==> src/rtl/regfile_write_decoder.sv <==
// regfile_write_decoder: registered one-hot write-strobe decoder for the
// register file. It has a valid/ready write port and a clear sequencer that
// strobes every register in ascending order with clr_active set, so the
// array writes zero.
// Optional feature: define REGFILE_DEC_PARITY_EN to add the wr_par input and
// the err_par output. With that macro defined, a write whose address parity
// is bad is dropped and err_par is flagged.
module regfile_write_decoder #(
  parameter int ADDR_W    = 3,
  parameter bit SKIP_ZERO = 1'b0
) (
  input  logic                     clk,
  input  logic                     rst_n,
  input  logic                     wr_valid,
  input  logic [ADDR_W-1:0]        wr_addr,
  output logic                     wr_ready,
  input  logic                     clr_start,
  output logic                     clr_busy,
  output logic                     clr_done,
  output logic [(1<<ADDR_W)-1:0]   sel_o,
  output logic                     clr_active
`ifdef REGFILE_DEC_PARITY_EN
  ,
  input  logic                     wr_par,
  output logic                     err_par
`endif
);

  localparam int NUM_OUT = 1 << ADDR_W;
  // Register 0 is skipped by the clear walk when it is hardwired.
  localparam logic [ADDR_W-1:0] START = SKIP_ZERO ? ADDR_W'(1) : '0;
  localparam logic [ADDR_W-1:0] LAST  = '1;

  typedef enum logic {IDLE, CLEAR} state_t;

  state_t               state_q, state_d;
  logic [ADDR_W-1:0]    count_q, count_d;
  logic [NUM_OUT-1:0]   sel_q, sel_d;
  logic                 clr_active_q, clr_active_d;
  logic                 clr_busy_q, clr_busy_d;
  logic                 clr_done_q, clr_done_d;
  logic                 wr_accept;
  logic                 par_bad;
`ifdef REGFILE_DEC_PARITY_EN
  logic                 err_par_q, err_par_d;
`endif

  // A pending clear request takes priority over a write in the same cycle.
  assign wr_ready  = (state_q == IDLE) && !clr_start;
  assign wr_accept = wr_valid && wr_ready;

`ifdef REGFILE_DEC_PARITY_EN
  assign par_bad = ^{wr_addr, wr_par};
`else
  assign par_bad = 1'b0;
`endif

  // Next-state and next-output logic for both the write decode and the clear walk.
  always_comb begin
    state_d      = state_q;
    count_d      = count_q;
    sel_d        = '0;
    clr_active_d = 1'b0;
    clr_busy_d   = 1'b0;
    clr_done_d   = 1'b0;
`ifdef REGFILE_DEC_PARITY_EN
    err_par_d    = 1'b0;
`endif
    case (state_q)
      IDLE: begin
        if (clr_start) begin
          state_d    = CLEAR;
          count_d    = START;
          clr_busy_d = 1'b1;
        end else if (wr_accept) begin
          if (par_bad) begin
`ifdef REGFILE_DEC_PARITY_EN
            err_par_d = 1'b1;
`endif
          end else if (!(SKIP_ZERO && (wr_addr == '0))) begin
            sel_d[wr_addr] = 1'b1;
          end
        end
      end
      CLEAR: begin
        // clr_start is not examined here, so a repeat request cannot restart the walk.
        sel_d[count_q] = 1'b1;
        clr_active_d   = 1'b1;
        // Busy stays high through the cycle that shows the final strobe.
        clr_busy_d     = 1'b1;
        if (count_q == LAST) begin
          state_d    = IDLE;
          clr_done_d = 1'b1;
        end else begin
          count_d = count_q + ADDR_W'(1);
        end
      end
      default: begin
        state_d = IDLE;
      end
    endcase
  end

  // State and registered outputs; the async reset abandons any clear in flight.
  always_ff @(posedge clk or negedge rst_n) begin
    if (!rst_n) begin
      state_q      <= IDLE;
      count_q      <= '0;
      sel_q        <= '0;
      clr_active_q <= 1'b0;
      clr_busy_q   <= 1'b0;
      clr_done_q   <= 1'b0;
`ifdef REGFILE_DEC_PARITY_EN
      err_par_q    <= 1'b0;
`endif
    end else begin
      state_q      <= state_d;
      count_q      <= count_d;
      sel_q        <= sel_d;
      clr_active_q <= clr_active_d;
      clr_busy_q   <= clr_busy_d;
      clr_done_q   <= clr_done_d;
`ifdef REGFILE_DEC_PARITY_EN
      err_par_q    <= err_par_d;
`endif
    end
  end

  assign sel_o      = sel_q;
  assign clr_active = clr_active_q;
  assign clr_busy   = clr_busy_q;
  assign clr_done   = clr_done_q;
`ifdef REGFILE_DEC_PARITY_EN
  assign err_par    = err_par_q;
`endif

endmodule

==> config.mk <==
export PLATFORM = sky130hd
export DESIGN_NAME = regfile_write_decoder
export DESIGN_NICKNAME = d
export VERILOG_FILES = /design/src/rtl/regfile_write_decoder.sv
export SDC_FILE = /design/constraint.sdc
export NUM_CORES = 1
export LEC_CHECK = 0
export ABC_AREA = 1
export CAP_MARGIN = 20
export CORE_MARGIN = 4
export CORE_UTILIZATION = 41
export DETAILED_ROUTE_END_ITERATION = 10
export GPL_ROUTABILITY_DRIVEN = 0
export GPL_TIMING_DRIVEN = 0
export PLACE_DENSITY = 0.69
export SYNTH_ARGS = -nofsm -noshare
export SYNTH_HDL_FRONTEND = slang
export SYNTH_SLANG_ARGS = --single-unit
==> constraint.sdc <==
create_clock -name clk -period 1.4 [get_ports clk]
set_clock_uncertainty 0.15 [all_clocks]
set_input_delay 0.28 -clock clk [delete_from_list [all_inputs] [get_ports clk]]
set_output_delay 0.28 -clock clk [all_outputs]
set_load 0.005 [all_outputs]
* Word-level counts from Yosys, hierarchy flattened
Index checks and enable logic that the tools add are counted.
** Word-level totals
- Register bits after elaboration :: 15
- Latch bits :: 0
- Memory bits (writable) :: 0
- ROM bits :: 0
- Input port bits :: 7
- Output and inout port bits :: 12
- Logic and storage cells :: 38
- Memories :: 0
** Operators by class
- Add/subtract/negate cells :: 1
- Multiply operators :: 0
- Div/mod/pow operators :: 0
- $lt $le $gt $ge :: 4
- Eq/ne operators :: 3
- Shift-type cells :: 0
- Multiplexer cells :: 17
- Bitwise gates (word level) :: 1
- Reductions and logical operators :: 6
** Operator list (number)
- $mux W8 :: 2
- $pmux W8 S2 :: 1
- $lt A3 B4 Y1 const B :: 2
- $mux W1 :: 7
- $demux W1 S3 :: 2
- $ge A3 B1 Y1 const B :: 2
- $mux W3 :: 2
- $pmux W3 S2 :: 1
- $logic_and A1 B1 Y1 :: 4
- $ne A2 B2 Y1 const B :: 2
- $pmux W1 S2 :: 2
- $add A3 B1 Y3 const B :: 1
- $eq A3 B3 Y1 const B :: 1
- $reduce_and A2 Y1 :: 1
- $logic_not A1 Y1 :: 1
- $not A1 Y1 :: 1

* Depth between registers and ports, before layout
- Word-level depth :: 7
- Depth in mapped cells :: 6
- Mapped depth without buffers :: 6

* Worst setup path before layout
No wires, ideal clock.
- Kind :: register to register
- Start point :: register count_q[0]
- End point :: register count_q[0]
- Setup time :: 0.118 ns
- Arrival :: 1.106 ns
- Required time :: 1.132 ns
- Setup slack :: 0.027 ns
- Stages on the path, launching flop included :: 7
- Buffers on the path :: 0
- Clock period less this slack :: 1.373 ns
- Path through :: dfrtp_1 > ha_1 > ha_1 > inv_1 > nand2_1 > nand3_1 > nand2_1
** Between the ends
- Word-level cells in the longest chain between the ends :: 3
- Elaborated cells on any way between the ends :: 6
- Classes of those cells :: 1 x add/sub; 2 x eq/ne; 2 x mux; 1 x reduce/logical
** Ends and longest elaborated chain
- start, declared :: RTL line 37 : logic [ADDR_W-1:0] count_q, count_d;
- start signal, assigned :: RTL line 118 : count_q <= count_d;
- $add A3 B1 Y3 or $eq A3 B3 Y1 (tied branches) :: RTL line 95, 91
- $mux W3 or $ne A2 B2 Y1 (tied branches)
- $pmux W3 S2 or $reduce_and A2 Y1 (tied branches)
Several ways; a longest one is shown, not always the timed one. The select of a mux whose other input is x is not followed.
A chain may end at the register's enable or synchronous reset.

* Final worst setup path
- Start point :: register state_q
- End point :: output port wr_ready
** Between the ends
- Word-level cells in the longest chain between the ends :: 2
** Ends and longest elaborated chain
- start, declared :: RTL line 36 : state_t state_q, state_d;
- start signal, assigned :: RTL line 117 : state_q <= state_d;
- $not A1 Y1
- $logic_and A1 B1 Y1 :: RTL line 49 : assign wr_ready = (state_q == IDLE) && !clr_start;
- end, declared :: RTL line 16 : output logic wr_ready,
Every way passes these cells.

==> results.md <==
* Placed cell count at 117
* Crit path required time at 0.97 ns
* Final hold vios at 0
* Capture point of the worst reg-to-reg path: count_q[1]
* Largest net degree at the start of global routing at 16
* Post-Layout Cell Count at 128
* Synth Instances at 83
* Count of cell types in the netlist at 12
* Post-Route WL at 1460 um
* Status: finished with violations
* Total Die Area at 0.00242 sq mm
* Pint at 1080 uW
* Ant diodes at 0
* Clock slew at reported path FFs at 0.08 ns
* Slew HR at 0.564
* Clock share of power at 0.143
* RSZ-0062 raised after global routing: yes
* Total GRT Usage at 0.136
* Fin area at 970 sq um
* Final setup violating endpoints at 1
* Clk buf depth at 2
* Reg2reg setup slack at 0.10 ns
* Failing checks: setup timing
* Drt via density at 5.04
* Clock root cell: clkbuf_4
* Share of the cycle needed by the critical path after routing at 1.00
* Avg Inst Size Synth at 8.38 sq um
* R2r startpoint: count_q[0]
* Seq pwr share at 0.385
* Starting Density at 0.446
* DRT Pass-1 Iters at 4
* Cell Chain, Critical Path: inv_2 > nand2_4 > inv_2 > buf_6
* Post-DRT Antenna Nets at 0
* Routed vias at 645
* CP Max Fanout at 3
* Fmax at 0.713 GHz
* Initial antenna violation count at 0
* Post-DP Area at 896 sq um
* TritonCTS Buffers at 3
* Post-DP HPWL at 1010 um
* Clk sinks at 15
* Fraction of the yosys area taken by sequential cells at 0.540
* Switching power at 633 uW
* H-tree depth at 1
* Max-Cap Viols at 0
* Buf/Inv on CP at 3
* Share of cells above drive strength 1 at 0.214
* Synthesized net count at 92
* Iter 0 DRT Violations at 11
* Critical path arrival at 0.97 ns
* CP startpoint kind: flip-flop
* Post-Syn Area at 696 sq um
* Lkg Pwr at 0.000550 uW
* Ports at 19
* Port bufs at 18
* Die Wd at 49.2 um
* Total Nets Final at 122
* Cell mode on critical path: inv_2
* Core area at 0.00156 sq mm
* TritonCTS clock tree: yes
* Combinational fraction of design power at 0.472
* Die extent in y at 49.2 um
* Vias in the first global route at 608
* Max stage delay on crit path at 0.42 ns
* Drt wl/cell at 11.4 um
* Tmin final at 1.40 ns
* Post-route DRC violation count at 0
* Synthesis-stage register bit count at 15
* Worst-Skew Late Latency at 0.28 ns
* VDD IR max at 0.00112 V
* Warnings, synthesis at 0
* First-pass GRT wire length at 2520 um
* Grt total ovfl at 0
* Worst setup slack after layout at -0.00262 ns
* Max-slew violation count at 0
* Site Rows at 14
* Worst setup EP type: primary output
* PD cells at 1760 mW/mm^2
* Min-Delay Path Class: in -> async
* Sw Share at 0.370
* Reg2Reg Depth at 6
* Top delay family on crit path: flip-flops
* Slowest CP cell: dfrtp_2
* WS Path Type: reg -> out
* P&R area growth vs syn at 39.4%
* Worst-margin pin slew at 0.651 ns
[metrics by stage]
stage / setup WS, ns / hold slack (ns) / total power, uW / utilization / setup TNS [ns]
floorplan: 0.0267 / -0.166 / 1070 / - / 0
global placement: -0.497 / 0.353 / 1370 / 0.575 / -0.708
detailed placement: -0.516 / 0.366 / 1400 / 0.575 / -0.776
CTS: -0.116 / 0.264 / 1670 / 0.608 / -0.116
global route: -0.0601 / 0.271 / 1860 / 0.622 / -0.0601
finish: -0.00262 / 0.241 / 1710 / 0.622 / -0.00262
[final cells by class]
cell class | instances | area (sq um)
inverter | 13 | 48.8
fill | 134 | 589
tap | 16 | 20.0
multi-input combinational | 55 | 279
clock buffer | 4 | 26.3
timing repair buffer | 25 | 219
sequential | 15 | 377
[routing by layer]
layer / GRT usage / vias to the layer above / share of wire
li1: - / 316 / -
met1: 0.162 / 300 / 0.40
met2: 0.214 / 20 / 0.49
met3: 0.0306 / 9 / 0.052
met4: 0.0995 / 0 / 0.052
met5: 0 / - / 0
[sequential cells by signal, indices dropped and copies added (netlist names)]
signal      flops
clr_active      1
clr_busy        1
clr_done        1
count_q         3
sel_o           8
state_q         1
[power by group through the flow]
stage / clock (uW) / combinational (uW) / sequential, uW
finish: 244 / 807 / 657
global route: 267 / 908 / 684
CTS: 251 / 764 / 658
detailed placement: 0 / 689 / 713
global placement: 0 / 667 / 705
floorplan: 0 / 362 / 708
[logic make-up after synthesis]
family,Yosys count,synth area share
fa+ha+maj,2,0.0360
simple gates,49,0.326
compound gates,4,0.0288
buf+inv,13,0.0701
flops,15,0.540
[worst register-to-register path, stage by stage (launching register included)]
cell	delay, ns
dfrtp_1	0.40
ha_2	0.18
ha_2	0.17
inv_2	0.07
nand2_2	0.07
nand3_1	0.09
nand2_1	0.06
[worst max path at each step]
stage,from,to,depth (start not counted)
final,state_q,wr_ready,4
after global routing,state_q,wr_ready,4
after floorplan,count_q[0],count_q[0],6
after global placement,clr_start,wr_ready,5
after CTS,state_q,wr_ready,4
after detailed placement,clr_start,wr_ready,5
[cell usage in the layout (no fill, tap or decap)]
cell type / instances
nand3_2: 1
buf_4: 7
inv_1: 9
dlygate4sd2_1: 12
inv_2: 4
buf_6: 1
ha_2: 2
clkbuf_1: 1
nor2_1: 7
clkdlybuf4s50_1: 5
clkbuf_4: 3
o21ai_1: 4
nor2_4: 2
nand2_4: 1
nand3_1: 9
dfrtp_1: 14
nand2_2: 2
dfrtp_2: 1
nand2_1: 27
[synth_stat cells (all sizes together)]
cell type / number / area share
dfrtp: 15 / 0.54
nand2: 30 / 0.18
ha: 2 / 0.036
nor2: 9 / 0.070
inv: 13 / 0.070
o21ai: 4 / 0.029
nand3: 10 / 0.079
[timing repair]
action,CTS,global route
endpoints found under the setup margin,16,4
pin swaps,0,1
resized for setup,18,6
gates cloned,0,0
buffers inserted,5,2
hold buffers,0,0
Power figures use the tool's default switching activity.
